$ cat config.mk
export PLATFORM = sky130hd
export DESIGN_NAME = sampling_scheduler
export DESIGN_NICKNAME = d
export VERILOG_FILES = /design/src/rtl/sampling_sched_pkg.sv /design/src/rtl/sampling_sched_tracker.sv /design/src/rtl/sampling_scheduler.sv
export SDC_FILE = /design/constraint.sdc
export NUM_CORES = 1
export LEC_CHECK = 0
export CAP_MARGIN = 20
export CORE_ASPECT_RATIO = 1.5
export CORE_MARGIN = 4
export CORE_UTILIZATION = 30
export DETAILED_ROUTE_END_ITERATION = 8
export HOLD_SLACK_MARGIN = 0.05
export PLACE_DENSITY = 0.56
export REMOVE_ABC_BUFFERS = 1
export SETUP_SLACK_MARGIN = 0.3
export SKIP_LAST_GASP = 1
export SLEW_MARGIN = 20
export SYNTH_ARGS = -nofsm -noshare
export SYNTH_HDL_FRONTEND = slang
export SYNTH_SLANG_ARGS = --single-unit
$ cat constraint.sdc
create_clock -name clk -period 4.9 [get_ports clk]
set_clock_uncertainty 0.1 [all_clocks]
set_input_delay 0.98 -clock clk [delete_from_list [all_inputs] [get_ports clk]]
set_output_delay 0.98 -clock clk [all_outputs]
set_load 0.02 [all_outputs]
$ cat src/rtl/sampling_sched_pkg.sv
`timescale 1ns/1ps
`default_nettype none
//==============================================================================
// Module   : sampling_sched_pkg
// Brief    : Shared state encoding, defaults and index-width helper.
// Revision : 1.0 - initial release
//==============================================================================
package sampling_sched_pkg;

  typedef enum logic [1:0] {
    IDLE  = 2'd0,
    ISSUE = 2'd1,
    DRAIN = 2'd2,
    DONE  = 2'd3
  } sched_state_t;

  localparam int c_default_lat     = 5;
  localparam int c_default_bitsize = 16;

  // Slot counters need at least one bit even for a single-element vector.
  function automatic int idx_w(input int n);
    return (n < 2) ? 1 : $clog2(n);
  endfunction

endpackage
`default_nettype wire

$ cat src/rtl/sampling_sched_tracker.sv
`timescale 1ns/1ps
`default_nettype none
//==============================================================================
// Module   : sampling_sched_tracker
// Brief    : Latency shift register for in-flight elements plus result slot
//            counter; strobes a write when an issued element reaches the tap.
// Revision : 1.0 - initial release
//==============================================================================
module sampling_sched_tracker
  import sampling_sched_pkg::*;
#(
  parameter int N_LATENT = 2,
  parameter int LAT      = c_default_lat,
  parameter int IDX_W    = idx_w(N_LATENT)
) (
  input  logic             clk,
  input  logic             rst_n,
  input  logic             clear,
  input  logic             issue,
  output logic             wr_en,
  output logic [IDX_W-1:0] wr_idx,
  output logic             wr_last
);

  localparam logic [IDX_W-1:0] c_last_idx = IDX_W'(N_LATENT - 1);

  logic [LAT-1:0]   r_vld_sr;
  logic [IDX_W-1:0] r_collect_idx;

  always_ff @(posedge clk or negedge rst_n) begin
    if (!rst_n) begin
      r_vld_sr      <= '0;
      r_collect_idx <= '0;
    end else begin
      r_vld_sr[0] <= issue;
      for (int k = 1; k < LAT; k++) begin
        r_vld_sr[k] <= r_vld_sr[k-1];
      end
      // Holds on the last slot so the counter never wraps inside a job.
      if (clear) begin
        r_collect_idx <= '0;
      end else if (r_vld_sr[LAT-1] && (r_collect_idx != c_last_idx)) begin
        r_collect_idx <= r_collect_idx + IDX_W'(1);
      end
    end
  end

  assign wr_en   = r_vld_sr[LAT-1];
  assign wr_idx  = r_collect_idx;
  assign wr_last = (r_collect_idx == c_last_idx);

endmodule
`default_nettype wire

$ cat src/rtl/sampling_scheduler.sv
`timescale 1ns/1ps
`default_nettype none
//==============================================================================
// Module   : sampling_scheduler
// Brief    : Time-multiplexes a vector of latent elements onto one fixed-
//            latency sampling lane and reassembles the results.
// Options  : SAMPLING_SCHED_EPS_CAPTURE_EN adds dp_eps input / out_eps output.
// Revision : 1.0 - initial release
//==============================================================================
module sampling_scheduler
  import sampling_sched_pkg::*;
#(
  parameter int N_LATENT = 2,
  parameter int BITSIZE  = c_default_bitsize,
  parameter int LAT      = c_default_lat
) (
  input  logic                        clk,
  input  logic                        rst_n,
  input  logic                        in_valid,
  output logic                        in_ready,
  input  logic [N_LATENT*BITSIZE-1:0] in_mean,
  input  logic [N_LATENT*BITSIZE-1:0] in_var,
  output logic                        dp_issue,
  output logic [BITSIZE-1:0]          dp_mean,
  output logic [BITSIZE-1:0]          dp_var,
  input  logic [BITSIZE-1:0]          dp_result,
`ifdef SAMPLING_SCHED_EPS_CAPTURE_EN
  input  logic [BITSIZE-1:0]          dp_eps,
  output logic [N_LATENT*BITSIZE-1:0] out_eps,
`endif
  output logic                        out_valid,
  input  logic                        out_ready,
  output logic [N_LATENT*BITSIZE-1:0] out_z,
  output logic                        busy
);

  localparam int               IDX_W      = idx_w(N_LATENT);
  localparam logic [IDX_W-1:0] c_last_idx = IDX_W'(N_LATENT - 1);

  sched_state_t       r_state;
  logic [IDX_W-1:0]   r_issue_idx;
  logic               r_dp_issue;
  logic [BITSIZE-1:0] r_dp_mean;
  logic [BITSIZE-1:0] r_dp_var;
  logic               r_in_ready;
  logic               r_out_valid;
  logic               r_busy;
  logic [BITSIZE-1:0] r_mean [N_LATENT];
  logic [BITSIZE-1:0] r_var  [N_LATENT];
  logic [BITSIZE-1:0] r_z    [N_LATENT];

  logic [IDX_W-1:0]   w_next_idx;
  logic               w_accept;
  logic               w_wr_en;
  logic [IDX_W-1:0]   w_wr_idx;
  logic               w_wr_last;
  logic               w_done;

  assign w_next_idx = r_issue_idx + IDX_W'(1);
  assign w_accept   = (r_state == IDLE) && in_valid;
  assign w_done     = w_wr_en && w_wr_last;

  sampling_sched_tracker #(
    .N_LATENT (N_LATENT),
    .LAT      (LAT),
    .IDX_W    (IDX_W)
  ) u_tracker (
    .clk     (clk),
    .rst_n   (rst_n),
    .clear   (w_accept),
    .issue   (r_dp_issue),
    .wr_en   (w_wr_en),
    .wr_idx  (w_wr_idx),
    .wr_last (w_wr_last)
  );

  always_ff @(posedge clk or negedge rst_n) begin
    if (!rst_n) begin
      r_state     <= IDLE;
      r_issue_idx <= '0;
      r_dp_issue  <= 1'b0;
      r_dp_mean   <= '0;
      r_dp_var    <= '0;
      r_in_ready  <= 1'b1;
      r_out_valid <= 1'b0;
      r_busy      <= 1'b0;
      for (int i = 0; i < N_LATENT; i++) begin
        r_mean[i] <= '0;
        r_var[i]  <= '0;
      end
    end else begin
      case (r_state)
        IDLE: begin
          if (in_valid) begin
            for (int i = 0; i < N_LATENT; i++) begin
              r_mean[i] <= in_mean[i*BITSIZE +: BITSIZE];
              r_var[i]  <= in_var[i*BITSIZE +: BITSIZE];
            end
            r_issue_idx <= '0;
            r_dp_issue  <= 1'b1;
            r_dp_mean   <= in_mean[BITSIZE-1:0];
            r_dp_var    <= in_var[BITSIZE-1:0];
            r_in_ready  <= 1'b0;
            r_busy      <= 1'b1;
            r_state     <= ISSUE;
          end
        end
        ISSUE: begin
          // Operands are preloaded one element ahead so the lane never stalls.
          if (r_issue_idx == c_last_idx) begin
            r_dp_issue <= 1'b0;
            r_state    <= DRAIN;
          end else begin
            r_issue_idx <= w_next_idx;
            r_dp_mean   <= r_mean[w_next_idx];
            r_dp_var    <= r_var[w_next_idx];
          end
          if (w_done) begin
            r_dp_issue  <= 1'b0;
            r_out_valid <= 1'b1;
            r_state     <= DONE;
          end
        end
        DRAIN: begin
          if (w_done) begin
            r_out_valid <= 1'b1;
            r_state     <= DONE;
          end
        end
        DONE: begin
          if (out_ready) begin
            r_out_valid <= 1'b0;
            r_in_ready  <= 1'b1;
            r_busy      <= 1'b0;
            r_state     <= IDLE;
          end
        end
        default: r_state <= IDLE;
      endcase
    end
  end

  always_ff @(posedge clk or negedge rst_n) begin
    if (!rst_n) begin
      for (int i = 0; i < N_LATENT; i++) begin
        r_z[i] <= '0;
      end
    end else if (w_wr_en) begin
      r_z[w_wr_idx] <= dp_result;
    end
  end

`ifdef SAMPLING_SCHED_EPS_CAPTURE_EN
  logic [BITSIZE-1:0] r_eps [N_LATENT];

  always_ff @(posedge clk or negedge rst_n) begin
    if (!rst_n) begin
      for (int i = 0; i < N_LATENT; i++) begin
        r_eps[i] <= '0;
      end
    end else if (w_wr_en) begin
      r_eps[w_wr_idx] <= dp_eps;
    end
  end
`endif

  for (genvar gi = 0; gi < N_LATENT; gi++) begin : g_pack
    assign out_z[gi*BITSIZE +: BITSIZE] = r_z[gi];
`ifdef SAMPLING_SCHED_EPS_CAPTURE_EN
    assign out_eps[gi*BITSIZE +: BITSIZE] = r_eps[gi];
`endif
  end

  assign in_ready  = r_in_ready;
  assign out_valid = r_out_valid;
  assign busy      = r_busy;
  assign dp_issue  = r_dp_issue;
  assign dp_mean   = r_dp_mean;
  assign dp_var    = r_dp_var;

endmodule
`default_nettype wire

==> run metrics, run 1 <==
worst-skew pair later-pin latency about 340 ps; Total Die Area 0.0171 mm^2; register area 0.00273 mm^2; Lkg Pwr approximately 2.7 nW; Final nets 601; gr usage total a little over an eighth; register area share after synthesis between 60% and 70%; DIE WIDTH ~110 um; Final Hold Vio Count 0; core area 0.0147 mm^2; CP startpoint in_ready; CP Cell Sequence clkdlybuf4s50_1; fin crit share between 50% and 60%; max_slew headroom between 30% and 40%; CTS root buf clkbuf_16; Starting Density a little under a third; Worst EP required roughly 3800 ps; CTS tree built; Hold-fix buffers, CTS 0; Synth Cell Area between 0.004 and 0.005 mm^2; number of fillers in the final layout between 1000 and 1500; Area Growth Syn to Fin 44.3%; Initial DRC Count around 70; Max Root-Sink Buffers 2; CP delay by family, top buffers and inverters; crit start category flop; remaining global-route overflow 0; via count between 3000 and 4000; first-pass GRT wire length 17.7 mm; RSZ-0062 raised after global routing false; cells after synthesis 367; HPWL after DPL ~7.6 mm; DRC viols 0; max frequency approximately 390 MHz; peak supply drop approximately 0.21 mV; Worst-path clk slew about 70 ps; Setup CP Type flop to primary output; CP Buf/Inv Count 1; critical path's slowest cell clkdlybuf4s50_1; Via density between 4 and 5; Die Span Y between 150 and 200 um; Inserted Diodes 0; Setup TNS Final 0 ps; WL per Instance roughly 15 um; final wirelength approximately 11 mm; Worst Path Max Fanout 3; crit-path max cell delay 600 ps; largest net degree at the start of global routing 77; Yosys reg bits roughly 110; Ys Warns 0; Synth top area share 60.1%; dominant synthesized flop cell dfrtp_1; power per standard cell area 674 mW/mm^2; post-cts resize count 0; hold path start u_tracker.r_vld_sr[3]; Antenna Nets Post-Route 0; Multi-input gate area about 0.0017 mm^2; most frequent cell after synthesis dfrtp_1; Tot Pwr 4.38 mW; max-slew violation count 0; count of input and output buffers 151; Routability Congestion approximately 0.76; Post-synth EDFFs 0; hold crit path type flop to flop; post-CTS setup buffers 0; status finished clean; Setup Viol. Count Final 0; vias in the first global route between 3000 and 4000; Hold Slack ~250 ps; Final Critical Period 2560 ps; H-tree depth 3; Mean Syn Cell Area approximately 12 um^2; Worst-Margin Slew approximately 960 ps; CP arrival 1480 ps; initial antenna violation count 0; Final Util 44.3%; # rows 54; cell taking the most area after synthesis dfrtp_1; Detailed Routing Iterations Pass 1 4; clock sinks 109; worst r2r src r_state[1]; CTS buffer count 9; Yosys cell types 22; share of cells above drive strength 1 17.3%; ys async rst share 100%; Area contributors post-synth dfrtp_1, mux2_2, nor2b_1; top post-synthesis cells by count dfrtp_1, mux2_2, nand2_1, a21oi_1, nor2b_1; I/O pins 152; Max-Cap Viols 0; critical path capture point type primary output
cell type report:
type                    count  area share [%]
repair buffers            155            23.7
well taps                 196            3.78
flip-flops and latches    109            42.0
clock inverters             4            1.12
clock buffers              11            3.74
multi-input cells         233            25.5
inverters                   3           0.173
cells by family (layout without fill, tap and decap cells):
group                      after synthesis  in the layout  share of synthesized area [%]
DFF                                    109            109                           60.7
and+or+nand+nor                         81             81                           8.95
AOI/OAI and AO/OA                       80             80                           9.37
muxes                                   66             66                           16.5
buffers and inverters                   25            173                           2.84
adders and majority gates                6              6                           1.67
worst paths after layout:
| check | to | cells after the start | slack, ps |
|---|---|---|---|
| min reg2reg | u_tracker.r_vld_sr[4] | 0 | 250 |
| min | u_tracker.r_vld_sr[4] | 0 | 250 |
| min in group asynchronous | out_z[19] | 1 | 660 |
| max in group asynchronous | dp_var[0] | 2 | 3020 |
| max reg2reg | dp_var[15] | 7 | 2460 |
| max | in_ready | 1 | 2340 |
per-stage QoR:
| stage | worst slack [ps] | instances | cell area [um^2] |
|---|---|---|---|
| 6_report | 2340 | 711 | 6490 |
| 5_1_grt | 2210 | 711 | 6490 |
| 4_1_cts | 2320 | 711 | 6490 |
| 3_5_place_dp | 2050 | 696 | 6180 |
| 3_3_place_gp | 2060 | 696 | 6180 |
| 2_1_floorplan | 1330 | 345 | 4380 |
per-layer routing:
metal / GRT usage, % / vias up / routed length (um)
met3: 2.90 / 10 / 611
met2: 22.6 / 101 / 5460
met4: 4.03 / 0 / 125
met1: 16.4 / 1557 / 4530
met5: 0 / - / 0
li1: - / 1532 / -
worst reg2reg max path: cells and delay by family, from the launching register on:
kind,cells,cell delay (ps)
AO/OA/AOI/OAI,2,190
adder cells (fa/ha/maj),1,180
buffers and inverters,2,440
flip-flops,1,420
AND/OR/NAND/NOR,2,960
placed cells by master, fill, tap and decap left out:
cell type	count
clkdlybuf4s50_1	150
dfrtp_1	108
mux2_2	66
nand2_1	38
a21oi_1	38
nor2b_1	34
o21ai_0	30
clkbuf_16	9
o21ai_1	8
ha_1	6
buf_4	5
inv_1	3
nand2b_1	3
nor2_1	2
bufinv_16	2
nand2_2	1
nor2b_4	1
o21ai_4	1
o21a_1	1
nand3_1	1
a22o_1	1
and2_1	1
o2bb2ai_1	1
clkbuf_8	1
clkinvlp_4	1
clkinv_2	1
clkbuf_1	1
dfstp_2	1
registers in the layout, indices dropped and copies added, names as in the netlist:
register / count
r_var: 16
r_mean: 16
dp_var: 16
busy: 1
dp_mean: 16
r_state: 2
u_tracker.wr_idx: 1
u_tracker.r_vld_sr: 5
dp_issue: 1
in_ready: 1
r_issue_idx: 1
out_z: 32
out_valid: 1
report_power, final:
group | switching (mW) | internal [mW]
combinational | 1.00 | 0.999
clock | 0.315 | 0.459
sequential | 0.244 | 1.35
No activity file was read; power rests on OpenSTA's default activity.
==> run 2: changes to the inputs <==
--- a/config.mk
+++ b/config.mk
@@ -11,7 +11,7 @@
 export CORE_UTILIZATION = 30
 export DETAILED_ROUTE_END_ITERATION = 8
 export HOLD_SLACK_MARGIN = 0.05
-export PLACE_DENSITY = 0.56
+export PLACE_DENSITY = 0.58
 export REMOVE_ABC_BUFFERS = 1
 export SETUP_SLACK_MARGIN = 0.3
 export SKIP_LAST_GASP = 1
==> constraint.sdc (replaced) <==
create_clock -name clk -period 2.1 [get_ports clk]
set_clock_uncertainty 0.1 [all_clocks]
set_input_delay 0.42 -clock clk [delete_from_list [all_inputs] [get_ports clk]]
set_output_delay 0.42 -clock clk [all_outputs]
set_load 0.02 [all_outputs]
==> run 2 against run 1 <==
  * Die area unchanged
  * Sequential power increased by 130%
  * Combinational power grew 140%
  * Total power up 130%
  * First-iteration DRC count is 32% lower
  * Via count grew 2.1%
  * Clock power up 140%
  * Final area rose by 2.8%
  * Wire length up 2.9%
  * Largest cell class unchanged
==> run metrics, run 2 (synthesis results as in run 1) <==
status finished clean; hold crit path type flop to flop; Inserted Diodes 0; Worst Path Max Fanout 3; Tot Pwr between 10 and 15 mW; crit start category flop; WL per Instance approximately 15 um; HPWL after DPL 8.09 mm; CP delay by family, top flip-flops; first-pass GRT wire length around 17 mm; max reg flops 32; highest routed layer met4; Met3 Wirelength 650 um; remaining global-route overflow 0; DRC viols 0; most common cell after layout, fill and taps aside dfrtp_1; commonest non-fill, non-tap cells in the layout dfrtp_1, clkdlybuf4s50_1, dlygate4sd2_1; max-slew violation count 0; Max Root-Sink Buffers 2; Max-Cap Viols 0; max_slew headroom 78.4%; Worst EP required around 1600 ps; final non-filler cell area around 0.0067 mm^2; hold depth 0; Via density about 4.5; CTS tree built; CTS buffer count 9; # rows 54; Setup Viol. Count Final 0; Worst-path clk slew around 70 ps; number of stages on the worst setup path 1; final wirelength around 11 mm; number of fillers in the final layout 1436; crit-path max cell delay 540 ps; CTS root buf clkbuf_16; Setup CP Type flop to primary output; via count roughly 3300; RSZ-0062 raised after global routing false; Lkg Pwr between 2 and 3 nW; Final Critical Period roughly 1700 ps; Final Hold Vio Count 0; share of cells above drive strength 1 21.6%; Antenna Nets Post-Route 0; gr usage total between 10% and 20%; worst-skew pair later-pin latency 340 ps; CP arrival around 1200 ps; Worst R2R Setup Slack approximately 390 ps; R2R cell count 6; Final Util between 40 and 50%; vias in the first global route ~3500; I/O pins around 150; core area 0.0147 mm^2; CP Buf/Inv Count 1; DIE WIDTH roughly 110 um; Initial DRC Count ~50; Area Growth Syn to Fin 48.3%; H-tree depth 3; fin crit share between 80 and 90%; Final nets a little over 600; Finished Layout Cells approximately 730; count of input and output buffers 151; met1 wire length approximately 4.4 mm; met2 routed WL approximately 5.7 mm; Starting Density around 31%; Hold Slack 248 ps; Die Span Y 158 um; DP Cell Count around 700; critical path capture point type primary output; peak supply drop 0.616 mV; critical path's slowest cell dfstp_2; Routability Congestion 0.792; initial antenna violation count 0; largest net degree at the start of global routing 51; Total Die Area about 0.017 mm^2; Detailed Routing Iterations Pass 1 5; clock sinks about 110; max frequency between 500 and 600 MHz; power per standard cell area approximately 1500 mW/mm^2; DP Area ~0.0063 mm^2; CP Cell Sequence dlygate4sd2_1; Worst-Margin Slew ~320 ps
==> run 2: cell types whose count changed in the layout (fill, tap and decap cells not counted), sizes merged <==
cell           before  now
clkdlybuf4s50     150   82
dlygate4sd2         0   68
buf                 5   24
clkbuf             11    9
clkinv              1    2
clkinvlp            1    2
dlygate4sd3         0    1
inv                 3    4
==> run 2: final cells by class <==
class	count	area [um^2]	area share (%)
Sequential cell	109	2730	40.9
Multi-Input combinational cell	233	1690	25.3
Timing Repair Buffer	175	1680	25.1
Tap cell	196	245	3.67
Clock buffer	9	225	3.37
Clock inverter	7	97.6	1.46
Inverter	3	13.8	0.206
==> run 2: per-stage QoR <==
step | setup WS, ps | setup TNS (ps)
floorplan | -1470 | -49870
global placement | 127 | 0
detailed placement | 77.6 | 0
CTS | 303 | 0
global route | 288 | 0
finish | 371 | 0
==> run 2: worst paths after layout <==
check / from / end
worst max-delay path: in_ready / in_ready
worst min-delay path: u_tracker.r_vld_sr[2] / u_tracker.r_vld_sr[3]
worst max register to register: r_state[1] / r_state[0]
worst min register to register: u_tracker.r_vld_sr[2] / u_tracker.r_vld_sr[3]
max in group asynchronous: rst_n / out_z[28]
min in group asynchronous: rst_n / r_var[3]
==> run 2: timing repair <==
item	CTS	global route
gates resized for setup	76	4
hold buffers	1	0
hold endpoints to repair	21	0
buffers inserted	5	6
pin swaps	1	0
endpoints found under the setup margin	118	34
==> run 2: routing by layer <==
layer	track usage, %	up-vias
li1	-	1582
met1	15.3	1559
met2	22.9	109
met3	3.51	17
met4	4.93	0
met5	0	-
==> run 2: report_power, final <==
part	switching, mW	internal [mW]
clock network	0.767	1.05
logic	2.47	2.25
registers	0.552	3.16
total	3.79	6.46
==> run 2: worst register-to-register path: stages, from the launching register on <==
cell and delay [ps]:
dfrtp_1 410, inv_2 130, ha_4 150, nor2b_4 240, o21ai_1 90, nand3_1 120
mux2_2 350
